$ cat config.mk
export PLATFORM = sky130hd
export DESIGN_NAME = echo_checker_rx
export DESIGN_NICKNAME = d
export VERILOG_FILES = /design/src/rtl/echo_checker_pkg.sv /design/src/rtl/echo_checker_rx.sv
export SDC_FILE = /design/constraint.sdc
export NUM_CORES = 1
export LEC_CHECK = 0
export ABC_AREA = 1
export CAP_MARGIN = 20
export CORE_MARGIN = 5
export CORE_UTILIZATION = 50
export DETAILED_ROUTE_END_ITERATION = 8
export HOLD_SLACK_MARGIN = 0.08
export PLACE_DENSITY = 0.73
export SLEW_MARGIN = 10
export SYNTH_ARGS = -nofsm -noshare
export SYNTH_HDL_FRONTEND = slang
export SYNTH_SLANG_ARGS = --single-unit
export TNS_END_PERCENT = 1
$ cat constraint.sdc
create_clock -name clk -period 1.35 [get_ports clk]
set_clock_uncertainty 0.05 [all_clocks]
set_input_delay 0.135 -clock clk [delete_from_list [all_inputs] [get_ports clk]]
set_output_delay 0.135 -clock clk [all_outputs]
set_load 0.005 [all_outputs]
$ cat src/rtl/echo_checker_pkg.sv
// echo_checker_pkg: shared definitions for the echo checker.
//   DATA_BITS  - payload bits per UART frame
//   FRAME_BITS - start + data + stop bits
//   state_t    - checker FSM states
//   rx_state_t - receiver states
//   sat_inc    - 8-bit saturating increment used by the error counter
package echo_checker_pkg;

  localparam int unsigned DATA_BITS  = 8;
  localparam int unsigned FRAME_BITS = 10;

  typedef enum logic [2:0] {
    ST_IDLE,
    ST_SEND,
    ST_WAIT,
    ST_CHECK,
    ST_DONE
  } state_t;

  typedef enum logic [2:0] {
    RX_IDLE,
    RX_START,
    RX_DATA,
    RX_STOP,
    RX_HOLD
  } rx_state_t;

  function automatic logic [7:0] sat_inc(input logic [7:0] v);
    return (v == 8'hFF) ? v : v + 8'd1;
  endfunction

endpackage

$ cat src/rtl/echo_checker_rx.sv
// echo_checker_rx: UART receiver (8N1) for the echo checker.
// Parameters:
//   BAUDRATE   - bit period in clk cycles
// Ports:
//   clk        - system clock, rising edge
//   rstn       - asynchronous active-low reset
//   rx         - asynchronous serial input
//   byte_valid - one-cycle pulse when a frame completes
//   data       - received byte, valid with byte_valid
//   frame_err  - stop bit was sampled low, valid with byte_valid
module echo_checker_rx
  import echo_checker_pkg::*;
#(
  parameter int unsigned BAUDRATE = 104
) (
  input  logic       clk,
  input  logic       rstn,
  input  logic       rx,
  output logic       byte_valid,
  output logic [7:0] data,
  output logic       frame_err
);

  localparam int unsigned   CW      = $clog2(BAUDRATE) + 1;
  localparam logic [CW-1:0] FULL_M1 = CW'(BAUDRATE - 1);
  localparam logic [CW-1:0] HALF_M1 = CW'(BAUDRATE / 2 - 1);

  // sync[1] is the synchronised line, sync[2] its previous value. Resetting
  // them low means a falling edge needs the line to be seen high first.
  logic [2:0]    sync;
  logic          rx_s;
  logic          fall;
  rx_state_t     st;
  logic [CW-1:0] cnt;
  logic [2:0]    bitn;
  logic [7:0]    sh;
  logic          stop_bit;

  assign rx_s = sync[1];
  assign fall = sync[2] & ~sync[1];

  // The byte is released one bit period after the stop-bit sample so that a
  // looped-back echo completes after the transmitter has left its stop bit.
  // A new falling edge during that hold releases the byte early.
  always_ff @(posedge clk or negedge rstn) begin
    if (!rstn) begin
      sync       <= '0;
      st         <= RX_IDLE;
      cnt        <= '0;
      bitn       <= '0;
      sh         <= '0;
      stop_bit   <= 1'b0;
      byte_valid <= 1'b0;
      data       <= '0;
      frame_err  <= 1'b0;
    end else begin
      sync       <= {sync[1:0], rx};
      byte_valid <= 1'b0;
      case (st)
        RX_IDLE: begin
          if (fall) begin
            st  <= RX_START;
            cnt <= '0;
          end
        end
        RX_START: begin
          if (cnt == HALF_M1) begin
            cnt  <= '0;
            bitn <= '0;
            st   <= rx_s ? RX_IDLE : RX_DATA;
          end else begin
            cnt <= cnt + 1'b1;
          end
        end
        RX_DATA: begin
          if (cnt == FULL_M1) begin
            cnt  <= '0;
            sh   <= {rx_s, sh[7:1]};
            bitn <= bitn + 1'b1;
            if (bitn == 3'(DATA_BITS - 1)) st <= RX_STOP;
          end else begin
            cnt <= cnt + 1'b1;
          end
        end
        RX_STOP: begin
          if (cnt == FULL_M1) begin
            cnt      <= '0;
            stop_bit <= rx_s;
            st       <= RX_HOLD;
          end else begin
            cnt <= cnt + 1'b1;
          end
        end
        RX_HOLD: begin
          if (fall || cnt == FULL_M1) begin
            byte_valid <= 1'b1;
            data       <= sh;
            frame_err  <= ~stop_bit;
            cnt        <= '0;
            st         <= fall ? RX_START : RX_IDLE;
          end else begin
            cnt <= cnt + 1'b1;
          end
        end
        default: st <= RX_IDLE;
      endcase
    end
  end

endmodule

Yosys cells after proc, flatten, opt, wreduce, memory -nomap -nowiden:

Index checks and enable logic that the tools add are counted.

* bits in registers: 36
* input bits: 3
* output and inout bits: 10
* logic and storage cells: 57

* add/sub/neg operators: 2
* eq/ne operators: 13
* multiplexer cells: 19
* bitwise gates (word level): 3
* reductions and logical operators: 11

Operators with widths (count)
* 8-bit two-way mux: 4
* 8-bit case mux with 4 select lines: 1
* 3-bit two-way mux: 8
* 3-bit case mux with 5 select lines: 1
* 2-bit inequality test, second input constant: 6
* 8-bit by 1-bit adder with 8-bit output, second input constant: 1
* 8-bit by 6-bit == test with 1-bit output, second input constant: 1
* 8-bit by 7-bit == test with 1-bit output, second input constant: 1
* 2-bit AND reduction: 4
* 3-bit by 2-bit == test with 1-bit output, second input constant: 2
* 3-bit == test, second input constant: 2
* 3-bit case mux with 2 select lines: 1
* 6-bit AND reduction: 1
* 4-bit nonzero test: 1
* 3-bit by 1-bit adder with 3-bit output, second input constant: 1
* 3-bit by 1-bit == test with 1-bit output, second input constant: 1
* 3-bit logical NOT: 1
* 1-bit two-way mux: 3
* 3-bit AND reduction: 1
* 2-bit two-way mux: 1
* 1-bit NOT: 2
* 2-bit nonzero test: 1
* 2-bit OR reduction: 1
* 1-bit AND: 1
* 1-bit logical OR: 1

Depth between registers and ports, before layout:

* depth after elaboration: 5
* gate-level depth with buffers: 10

Least setup slack after synthesis:

No wires, ideal clock.

* path type: register to register
* from: reg cnt[0]
* to: reg data[3]
* library setup time: 0.117 ns
* arrival time: 1.276 ns
* data required time: 1.183 ns
* setup slack: -0.093 ns
* cell stages (with the launch flop): 10
* buffers on the path: 1
* cells stage by stage: dfrtp_1 ha_1 nand2_1 nor2_2 nand2_4 nand2_2 nand2_4 buf_6 nand2_1 o21ai_2

* cells in the longest elaborated chain, start to end: 3

RTL lines
* start, declared: line echo_checker_rx.sv:34 `logic [CW-1:0] cnt;`
* start signal, assigned: line echo_checker_rx.sv:72 `cnt <= cnt + 1'b1;`
* start signal, assigned: line echo_checker_rx.sv:82 `cnt <= cnt + 1'b1;`
* start signal, assigned: line echo_checker_rx.sv:91 `cnt <= cnt + 1'b1;`
* 8-bit by 7-bit == test with 1-bit output: line echo_checker_rx.sv:95 `if (fall || cnt == FULL_M1) begin`
* 1-bit logical OR: line echo_checker_rx.sv:95
* 2-bit AND reduction (no source line)
* end signal, assigned: line echo_checker_rx.sv:97 `data <= sh;`
* end, declared: line echo_checker_rx.sv:20 `output logic [7:0] data,`

No other way between the ends.
A chain may end at the register's enable or synchronous reset.

Worst setup path in the final report:

* from: reg cnt[1]
* to: reg cnt[7]

* cells in the longest elaborated chain, start to end: 4

RTL lines
* branches (longest 3 deep; another with 8-bit by 1-bit adder with 8-bit output)
* 8-bit case mux with 4 select lines (*): line echo_checker_rx.sv:59 `case (st)`

Mark *: on every way between the ends.

==> summary.md <==
| Metric | Value |
|---|---|
| P_int | `1.89 mW` |
| Maxcap violations | `0` |
| Die Y | `68.6 µm` |
| LEAKAGE | `1.21 nW` |
| Fin crit period | `1.48 ns` |
| Clock Path Buffers | `2` |
| First-pass DRT Iterations | `4` |
| CTS tree | `done` |
| RD Place Congestion | `0.810` |
| Sw power | `1.01 mW` |
| Max H-tree Level | `2` |
| NumNets Final | `246` |
| Seq pwr share | `42.4%` |
| Detail Placement HPWL | `2310 µm` |
| # IOs | `13` |
| Pin count of the biggest net entering global routing | `37` |
| WP data required | `1.54 ns` |
| Drt drc | `0` |
| Setup ws final | `-0.130 ns` |
| VDD IR-drop max | `770 µV` |
| Core area | `3340 µm²` |
| Status | `finished, violations left` |
| CP arrival | `1.67 ns` |
| Max Freq | `676 MHz` |
| Initial Util | `51.4%` |
| Multi-input logic area | `786 µm²` |
| Post-layout util | `66.8%` |
| Share of layout cells above drive strength 1 | `29.6%` |
| Seq cells post-synth | `36` |
| Total grt overflow | `0` |
| WL per Instance | `11.8 µm` |
| R2R setup slack | `-0.13 ns` |
| Worst-path clk slew | `0.10 ns` |
| P&R area growth vs syn | `29.9%` |
| Commonest non-fill, non-tap cell in the layout | `nand2_1` |
| Total GRT Usage | `17.1%` |
| CP startpoint | `cnt[1]` |
| Failing checks | `negative setup slack` |
| Final Max Slew Viols | `0` |
| WS Path Type | `flip-flop to flip-flop` |
| CP bufs+invs | `2` |
| I/O Buffers | `12` |
| Final Hold Viols | `0` |
| Fillers | `286` |
| Worst skew pair latency | `0.33 ns` |
| Cells after Synth | `194` |
| Pwr/cell area | `1300 nW/µm²` |
| Initial antenna violation count | `0` |
| Chip Width | `68.6 µm` |
| Critical path's largest stage delay | `0.37 ns` |
| Reg-to-reg critical path startpoint | `cnt[1]` |
| Ordered list of cells on the worst path | `ha_2, nand2_2, nor2_4, nand2_4, nand2_4, nand2_1, inv_2, nand3_1, nand2_1, inv_1` |
| CTS root buffer | `clkbuf_4` |
| Synth Warn # | `0` |
| Clock Sink Count | `36` |
| Crit end category | `flip-flop` |
| FP Rows | `21` |
| Routed WL | `3380 µm` |
| Least-Margin Pin Slew | `0.440 ns` |
| Vias | `1355` |
| Number of cells on the critical path | `10` |
| Critical-path top delay cell | `dfrtp_1` |
| Die area | `4700 µm²` |
| Syn Area/Cell | `8.84 µm²` |
| First DRT Iteration DRCs | `53` |
| Final period util | `110%` |
| Post-synth net total | `200` |
| Combinational Power Share | `35.8%` |
| Endpoints failing setup | `30` |
| Syn Std Cell Area | `1720 µm²` |
| Worst Setup EP | `cnt[7]` |
| Clock share of power | `21.8%` |
| Register Area | `902 µm²` |
| Register area share after synthesis | `52.5%` |
| DR vias/cell | `4.74` |
| ANT cells | `0` |
| Hold Path Class | `input pin to flip-flop` |
| First-pass GRT wire length | `5910 µm` |
| Crit Reg-Reg Endpoint | `cnt[7]` |
| Most frequent cells in the layout | `nand2_1, dfrtp_1, buf_4` |
| HP Start | `rx` |
| Rel. slew slack | `70.7%` |
| Cells on worst reg2reg path | `10` |
| CTS buffer count | `5` |
| DP Worst Slack | `-0.142 ns` |
| Vias in the first global route | `1340` |
| Routed Antenna Nets | `0` |
| Crit path launch type | `flip-flop` |
| Synth cell types | `23` |
| Sw Ratio | `34.7%` |
| Crit-path max FO | `5` |
| RSZ-0062 raised after global routing | `true` |
| Cell family with most CP delay | `simple AND/OR/NAND/NOR gates` |
## sequential cells by signal, indices dropped and copies added (netlist names)
name / flops
stop_bit: 1
sync: 3
bitn: 3
data: 8
frame_err: 1
byte_valid: 1
cnt: 8
sh: 8
st: 3
## routing by layer
| layer | track usage, % | part of all wire, % | up-vias |
|---|---|---|---|
| met5 | 0 | 0 | - |
| li1 | - | - | 701 |
| met1 | 23.1 | 47 | 631 |
| met4 | 5.71 | 1.1 | 0 |
| met3 | 4.54 | 2.7 | 4 |
| met2 | 26.6 | 49 | 19 |
## kinds of logic (layout without fill, tap and decap cells)
family	Yosys count	count (layout)	synth area share, %
buffers and inverters	26	71	6.35
and+or+nand+nor	104	105	28.7
xor gates and xnor gates	5	5	2.55
AOI/OAI and AO/OA	20	20	7.66
DFF	36	36	52.5
adders and majority gates	3	3	2.19
## worst reg2reg max path: cells and delay by family (launching register included)
kind / cells / cell delay [ns]
simple gates: 7 / 0.65
flops: 1 / 0.37
buf+inv: 2 / 0.11
fa+ha+maj: 1 / 0.20
## cell type report
| cell class | count | area share (%) |
|---|---|---|
| inverter | 24 | 4.04 |
| multi-input combinational | 133 | 35.3 |
| timing repair buffer | 40 | 14.7 |
| sequential | 36 | 40.5 |
| clock buffer | 7 | 2.92 |
| tap | 46 | 2.58 |
## per-stage QoR
stage	cell area, µm²	TNS [ns]	power (mW)	std cells	hold slack, ns
finish	2230	-1.65	2.89	286	0.193
floorplan	1720	-0.706	1.80	194	-0.211
global route	2230	-4.43	3.11	286	0.174
global placement	2060	-0.885	2.15	273	0.150
CTS	2150	-2.79	2.86	282	0.172
detailed placement	2060	-1.79	2.16	273	0.150
## worst min-delay path by stage
stage                   end  slack (ns)  depth (start not counted)
floorplan           bitn[0]       -0.21                          0
global placement     cnt[2]        0.15                          2
detailed placement    st[2]        0.15                          2
CTS                 sync[0]        0.17                          1
global route        sync[0]        0.17                          1
finish              sync[0]        0.19                          1
## synth_stat cells, drive strengths merged
| master | n | share of area (%) |
|---|---|---|
| nand2 | 65 | 16 |
| dfrtp | 36 | 53 |
| inv | 24 | 5.3 |
| nor2 | 21 | 6.6 |
| o21ai | 19 | 7.3 |
| nand3 | 10 | 3.5 |
| nand4 | 6 | 2.2 |
| xor2 | 5 | 2.6 |
| ha | 3 | 2.2 |
| buf | 2 | 1.1 |
| nor3 | 1 | 0.58 |
| o22ai | 1 | 0.36 |
| or2 | 1 | 0.36 |
## power groups by stage
stage | registers, mW | logic (mW) | clock network (mW)
2_1_floorplan | 1.25 | 0.550 | 0
3_3_place_gp | 1.24 | 0.904 | 0
3_5_place_dp | 1.25 | 0.916 | 0
4_1_cts | 1.22 | 0.979 | 0.657
5_1_grt | 1.24 | 1.16 | 0.714
6_report | 1.23 | 1.04 | 0.631
## repair_timing
action                                  in CTS  in global routing
gates cloned                                 0                  1
setup buffers                                1                  3
endpoints found under the setup margin      41                 33
hold buffers                                 1                  0
pin swaps                                    1                  5
gates resized for setup                     19                 14
hold endpoints to repair                    36                  0
(Power assumes the default switching activity.)
